File: src/rtl/sound_latch_sequencer.sv
// Latches CPU sound-port writes, commits them on 12 kHz ticks, sequences shell/explosion enable pulses.
// Latency: committed state and enables update the clk after a tick; write-to-enable is up to one tick period + 1 clk.
// Backpressure: none; writes are always accepted and the last write before a tick wins.
module sound_latch_sequencer #(
    parameter int HOLD_TICKS = 64,
    parameter int GAP_TICKS  = 2
) (
    input  logic       clk,
    input  logic       rst_n,
    input  logic       clk_12KHz_en,
    input  logic       cpu_we,
    input  logic [7:0] cpu_data,
    output logic       sound_enable,
    output logic       shell_en,
    output logic       shell_ls,
    output logic       explo_en,
    output logic       explo_ls,
    output logic       shell_busy,
    output logic       explo_busy
);

    localparam int MAX_TICKS = (HOLD_TICKS > GAP_TICKS) ? HOLD_TICKS : GAP_TICKS;
    localparam int CW        = $clog2(MAX_TICKS + 1);

    localparam logic [CW-1:0] HOLD_LOAD = CW'(HOLD_TICKS);
    localparam logic [CW-1:0] GAP_LOAD  = CW'(GAP_TICKS);
    localparam logic [CW-1:0] CNT_ONE   = CW'(1);

    localparam logic [1:0] S_IDLE = 2'd0;
    localparam logic [1:0] S_HOLD = 2'd1;
    localparam logic [1:0] S_ON   = 2'd2;
    localparam logic [1:0] S_GAP  = 2'd3;

    logic [7:0]    shadow;
    logic [7:0]    committed;
    logic [7:0]    next_commit;
    logic [1:0]    req_new;
    logic [1:0]    req_old;
    logic [1:0]    ls_new;
    logic [1:0]    rise;
    logic          master_new;

    // Channel index 0 is shell, 1 is explosion.
    logic [1:0]    state [2];
    logic [CW-1:0] cnt   [2];
    logic [1:0]    pend;
    logic [1:0]    ls_q;

    // A write coinciding with a tick bypasses the shadow and commits directly.
    assign next_commit = cpu_we ? cpu_data : shadow;
    assign req_new     = {next_commit[3], next_commit[2]};
    assign req_old     = {committed[3], committed[2]};
    assign ls_new      = {next_commit[0], next_commit[1]};
    assign rise        = req_new & ~req_old;
    assign master_new  = next_commit[5];

    // Shadow captures every write; committed copy only moves on a tick.
    always_ff @(posedge clk or negedge rst_n) begin
        if (!rst_n) begin
            shadow    <= '0;
            committed <= '0;
        end else begin
            if (cpu_we) begin
                shadow <= cpu_data;
            end
            if (clk_12KHz_en) begin
                committed <= next_commit;
            end
        end
    end

    // Per-channel pulse sequencer: fire -> minimum hold -> optional on -> forced gap.
    always_ff @(posedge clk or negedge rst_n) begin
        if (!rst_n) begin
            for (int c = 0; c < 2; c++) begin
                state[c] <= S_IDLE;
                cnt[c]   <= '0;
            end
            pend <= '0;
            ls_q <= '0;
        end else if (clk_12KHz_en) begin
            for (int c = 0; c < 2; c++) begin
                if (!master_new) begin
                    // Master off kills any pulse and any queued retrigger.
                    state[c] <= S_IDLE;
                    cnt[c]   <= '0;
                    pend[c]  <= 1'b0;
                end else begin
                    case (state[c])
                        S_IDLE: begin
                            if (rise[c]) begin
                                state[c] <= S_HOLD;
                                cnt[c]   <= HOLD_LOAD;
                                ls_q[c]  <= ls_new[c];
                                pend[c]  <= 1'b0;
                            end
                        end
                        S_HOLD: begin
                            if (cnt[c] <= CNT_ONE) begin
                                if (req_new[c]) begin
                                    state[c] <= S_ON;
                                    cnt[c]   <= '0;
                                end else begin
                                    state[c] <= S_GAP;
                                    cnt[c]   <= GAP_LOAD;
                                end
                            end else begin
                                cnt[c] <= cnt[c] - CNT_ONE;
                            end
                        end
                        S_ON: begin
                            if (!req_new[c]) begin
                                state[c] <= S_GAP;
                                cnt[c]   <= GAP_LOAD;
                            end
                        end
                        default: begin
                            // A rise on the final gap tick counts as pending too.
                            if (cnt[c] <= CNT_ONE) begin
                                if (pend[c] || rise[c]) begin
                                    state[c] <= S_HOLD;
                                    cnt[c]   <= HOLD_LOAD;
                                    ls_q[c]  <= ls_new[c];
                                    pend[c]  <= 1'b0;
                                end else begin
                                    state[c] <= S_IDLE;
                                    cnt[c]   <= '0;
                                end
                            end else begin
                                cnt[c] <= cnt[c] - CNT_ONE;
                                if (rise[c]) begin
                                    pend[c] <= 1'b1;
                                end
                            end
                        end
                    endcase
                end
            end
        end
    end

    assign sound_enable = committed[5];
    assign shell_en     = (state[0] == S_HOLD) || (state[0] == S_ON);
    assign explo_en     = (state[1] == S_HOLD) || (state[1] == S_ON);
    assign shell_busy   = (state[0] != S_IDLE);
    assign explo_busy   = (state[1] != S_IDLE);
    assign shell_ls     = ls_q[0];
    assign explo_ls     = ls_q[1];

endmodule

File: config.mk
export PLATFORM = sky130hd
export DESIGN_NAME = sound_latch_sequencer
export DESIGN_NICKNAME = d
export VERILOG_FILES = /design/src/rtl/sound_latch_sequencer.sv
export SDC_FILE = /design/constraint.sdc
export NUM_CORES = 1
export LEC_CHECK = 0
export ABC_AREA = 1
export BUFFER_PORTS_ARGS = -buffer_cell sky130_fd_sc_hd__buf_2
export CAP_MARGIN = 20
export CORE_MARGIN = 3
export CORE_UTILIZATION = 55
export CTS_CLUSTER_SIZE = 16
export DETAILED_ROUTE_END_ITERATION = 8
export PLACE_DENSITY = 0.81
export RECOVER_POWER = 50
export SYNTH_ARGS = -nofsm -noshare
export SYNTH_HDL_FRONTEND = slang
export SYNTH_SLANG_ARGS = --single-unit
File: constraint.sdc
create_clock -name clk -period 4.4 [get_ports clk]
set_clock_uncertainty 0.1 [all_clocks]
set_input_delay 0.22 -clock clk [delete_from_list [all_inputs] [get_ports clk]]
set_output_delay 0.22 -clock clk [all_outputs]
set_load 0.01 [all_outputs]
Yosys cells after proc, flatten, opt, wreduce, memory -nomap -nowiden
Cells that the tools add are included.
- reduce and logical (&&, ||, !) cells: 22
- equality and inequality tests: 20
- add/sub/neg operators: 2
- mux-type cells: 53
- bitwise logic cells: 4
- magnitude comparators: 2
- operators with widths (cell ; number):
    7-bit 2-to-1 mux ; 12
    7-bit case mux with 3 select lines ; 2
    2-bit 2-to-1 mux ; 12
    1-bit 2-to-1 mux ; 20
    5-bit AND reduction ; 4
    3-bit != test (second input constant) ; 6
    7-bit by 1-bit less-or-equal comparator with 1-bit output (second input constant) ; 2
    7-bit by 1-bit subtractor with 7-bit output (second input constant) ; 2
    2-bit case mux with 3 select lines ; 2
    6-bit AND reduction ; 2
    2-bit nonzero test ; 6
    8-bit 2-to-1 mux ; 1
    2-bit != test (second input constant) ; 4
    4-bit by 1-bit != test with 1-bit output (second input constant) ; 2
    4-bit by 2-bit != test with 1-bit output (second input constant) ; 2
    1-bit case mux with 2 select lines ; 4
    3-bit by 1-bit != test with 1-bit output (second input constant) ; 2
    3-bit AND reduction ; 2
    2-bit by 1-bit == test with 1-bit output (second input constant) ; 2
    2-bit == test (second input constant) ; 2
    2-bit logical NOT ; 2
    1-bit logical OR ; 4
    2-bit OR reduction ; 2
    2-bit bitwise AND ; 1
    2 further kinds ; 3
- register bits: 36
- logic and storage cells: 113
- output and inout port bits: 7
- input port bits: 12

Depth between registers and ports, before layout
- depth in word-level cells: 7
- gate-level depth with buffers: 11
- depth with buffers taken out: 11

Worst setup path before layout
OpenSTA, ideal clock, no wires.
- kind: register -> register
- from: reg cnt[0] (netlist name)
- to: reg cnt[6] (netlist name)
- clock period less this slack: 1450 ps
- library setup time: 116 ps
- arrival time: 1234 ps
- path slack: 2950 ps
- required time: 4184 ps
- stages on the path, launching flop included: 9
- path buffers: 0
- cells stage by stage: dfrtp_1 inv_1 ha_1 nor3b_1 nand3_1 nand4_1 nand2_1 nand2_1 nand2_1
- cells in the longest elaborated chain, start to end: 4
- elaborated cells on any way between the ends: 6
- classes of those cells: add/sub (1); order compare (1); mux (4)
- RTL lines (item ; RTL line ; source):
    start, declared ; 45 ; logic [CW-1:0] cnt [2];
    start signal, assigned by index ; 108 ; cnt[c] <= cnt[c] - CNT_ONE;
    start signal, assigned by index ; 130 ; cnt[c] <= cnt[c] - CNT_ONE;
    7-bit by 1-bit subtractor with 7-bit output or 7-bit by 1-bit less-or-equal comparator with 1-bit output (tied branches) ; n/a ;
    7-bit 2-to-1 mux, on equally long branches ; 119, 99 ;
    7-bit case mux with 3 select lines (*) ; 89 ; case (state[c])
    7-bit 2-to-1 mux (*) ; 83 ; if (!master_new) begin
Mark *: on every way between the ends. The rest lies on a longest branch, timed or not.
A chain may end at the register's enable or synchronous reset.

==> results.txt <==
outcome = finished, violations left
failing checks = capacitance limit, slew limit
final hold slack = 0.0747 ns
hpwl dp = 3.36 mm
HP Class = input port to flip-flop
commonest non-fill, non-tap cell in the layout = nand2_1
number of global-route vias before repair = 1890
area of the mapped netlist = 0.00223 mm^2
Area growth, synth to finish = 7.05%
max-slew violation count = 31
Post-Synth Simple-Gate Area = 43.0%
Die Wd = 69.7 um
Post-Syn Instances = 318
RSZ-0062 raised after global routing = false
EDFF count, synth = 0
initial antenna violation count = 0
Yosys cell types = 30
Clk Latency, worst-skew pair = 0.28 ns
launch point of the worst reg-to-reg path = shadow[5]
fmax = 0.520 GHz
share of cells above drive strength 1 = 13.4%
worst-margin pin slew = 1.61 ns
clock net sink count = 30
Worst Hold End = shadow[0]
Hold Crit Start = cpu_data[0]
Power Density = 651 mW/mm^2
largest net degree at the start of global routing = 31
crit path max fanout = 30
R2R depth = 9
post-route cell area = 0.00239 mm^2
Pre-antenna DRT Iters = 4
I/O Buffers = 15
post-CTS setup buffers = 0
total CTS buffers = 5
Die H = 69.7 um
reg2reg end = ls_q[0]
Yosys warning total = 0
Primary FF master, synth = dfrtp_1
period utilization = 43.7%
DIE AREA = 0.00486 mm^2
First DRT Iteration DRCs = 145
post-DR wirelength/cell = 11.9 um
crit-path cells = dlygate4sd3_1, clkbuf_1
hold-critical path depth = 3
ys async rst share = 100%
CP Class = input port to asynchronous set/reset pin
clk slew on worst S/H paths = 0.06 ns
CP endpoint kind = asynchronous set/reset pin
I/O pin count = 19
proportion of synthesized area in mux cells = 0%
Synth Area in Compound Gates = 5.32%
post-cts resize count = 0
GR Util All Layers = 20.5%
maximum VDD drop = 248 uV
largest family of logic cells by synthesized area = simple AND/OR/NAND/NOR gates
Mean Syn Cell Area = 7.03 um^2
ANT nets after route = 0
Synthesized Nets = 342
relative slew slack = -7.36%
CTS Buffer Depth = 2
routed vias = 2005
worst path required time = 4.40 ns
final setup TNS = 0 ns
DRC violations left = 0
CTS Root Cell = clkbuf_8
first-pass GRT wire length = 8.22 mm
Final GP Congestion = 0.906
Synth Area in XOR/XNOR = 1.18%
CP bufs+invs = 2
Site Rows = 22
area of the core = 0.00380 mm^2
Post-Synth Adder-Cell Area = 6.72%
FF+latch count, synth = 30
static leakage = 1.33 nW
CTS tree = done
post-place setup slack = 2.75 ns
WL final = 4.59 mm
CP max-delay cell = clkbuf_1
H-Tree Depth = 2
Post-layout nets = 361
crit path time final = 1.92 ns
final setup fails = 0
Final Hold Fails = 0
# fillers = 350
cell family with most CP delay = buffers and inverters
gr ovfl total = 0
vias per cell = 5.21
max cap viols = 1
CP Launch Type = input port
Initial Util = 58.8%
most frequent cells in the layout = nand2_1, inv_1, dfrtp_1, nand3_1, nor2_1
Reg2Reg Setup Slack = 2.48 ns
Setup WS post-layout = 2.48 ns
area post-placement = 0.00233 mm^2
sequential cell area fraction in the yosys report = 33.6%
crit-path max cell delay = 1.16 ns
crit path DAT = 1.92 ns
n_diodes = 0
==> layer usage <==
metal  global-route usage, %  wire length (um)  up-vias
li1                        -                 -     1035
met1                    27.1              2170      913
met2                    33.4              2120       53
met3                    4.64               249        4
met4                    6.17                48        0
met5                       0                 0        -
==> flip-flops by register name (all words and copies together), names as in the netlist <==
| signal | count |
|---|---|
| cnt | 14 |
| shadow | 5 |
| state | 4 |
| committed | 3 |
| ls_q | 2 |
| pend | 2 |
==> worst max-delay path by stage <==
stage | startpoint | endpoint | slack, ns | cells past startpoint
global placement | cnt[0] | cnt[6] | 2.77 | 8
floorplan | cnt[0] | cnt[6] | 2.95 | 8
CTS | cnt[0] | cnt[6] | 2.73 | 8
detailed placement | cnt[0] | cnt[6] | 2.75 | 8
global route | rst_n | cnt[5] | 1.95 | 2
finish | rst_n | pend[1] | 2.48 | 2
==> cells in the mapped netlist (3+ instances only) <==
master     n  share of area (%)
o21ai_1    3               0.67
nand3_2    9                4.0
xor2_1     3                1.2
a21oi_1    7                1.6
nor2_2     4                1.1
nand2_2    9                2.5
dfrtp_1   30                 34
nand2_1  110                 18
nand3_1   25                5.6
o21ai_0    6                1.3
nor2_1    24                4.0
inv_1     44                7.4
ha_1      12                6.7
nand4_1   10                2.8
==> what timing repair did <==
| item | in CTS | in global routing |
|---|---|---|
| endpoints found under the hold margin | 30 | 0 |
| setup endpoints to repair | 0 | 0 |
| hold buffers | 1 | 0 |
==> cell type report <==
type | instances | area [um^2] | area share (%)
Inverter | 48 | 190 | 7.95
Clock buffer | 7 | 76.3 | 3.19
Sequential cell | 30 | 751 | 31.4
Timing Repair Buffer | 16 | 80.1 | 3.35
Multi-Input combinational cell | 236 | 1230 | 51.6
Tap cell | 48 | 60.1 | 2.51
==> where the power goes <==
part	switching [W]	internal [W]
registers	0.0000707	0.000354
clock network	0.0000995	0.000109
logic	0.000604	0.000319
total	0.000775	0.000782
==> through the flow <==
step                total power, W  util [%]  instances
floorplan                  0.00117         -        318
global placement           0.00132      61.4        377
detailed placement         0.00134      61.4        377
CTS                        0.00156      63.7        385
global route               0.00172      63.0        385
finish                     0.00156      63.0        385
==> logic make-up (layout without fill, tap and decap cells) <==
logic type                 Yosys count  in the layout
and+or+nand+nor                    200            200
buffers and inverters               52             71
DFF                                 30             30
AOI/OAI and AO/OA                   21             21
adders and majority gates           12             12
xor gates and xnor gates             3              3
Power figures use the tool's default switching activity.
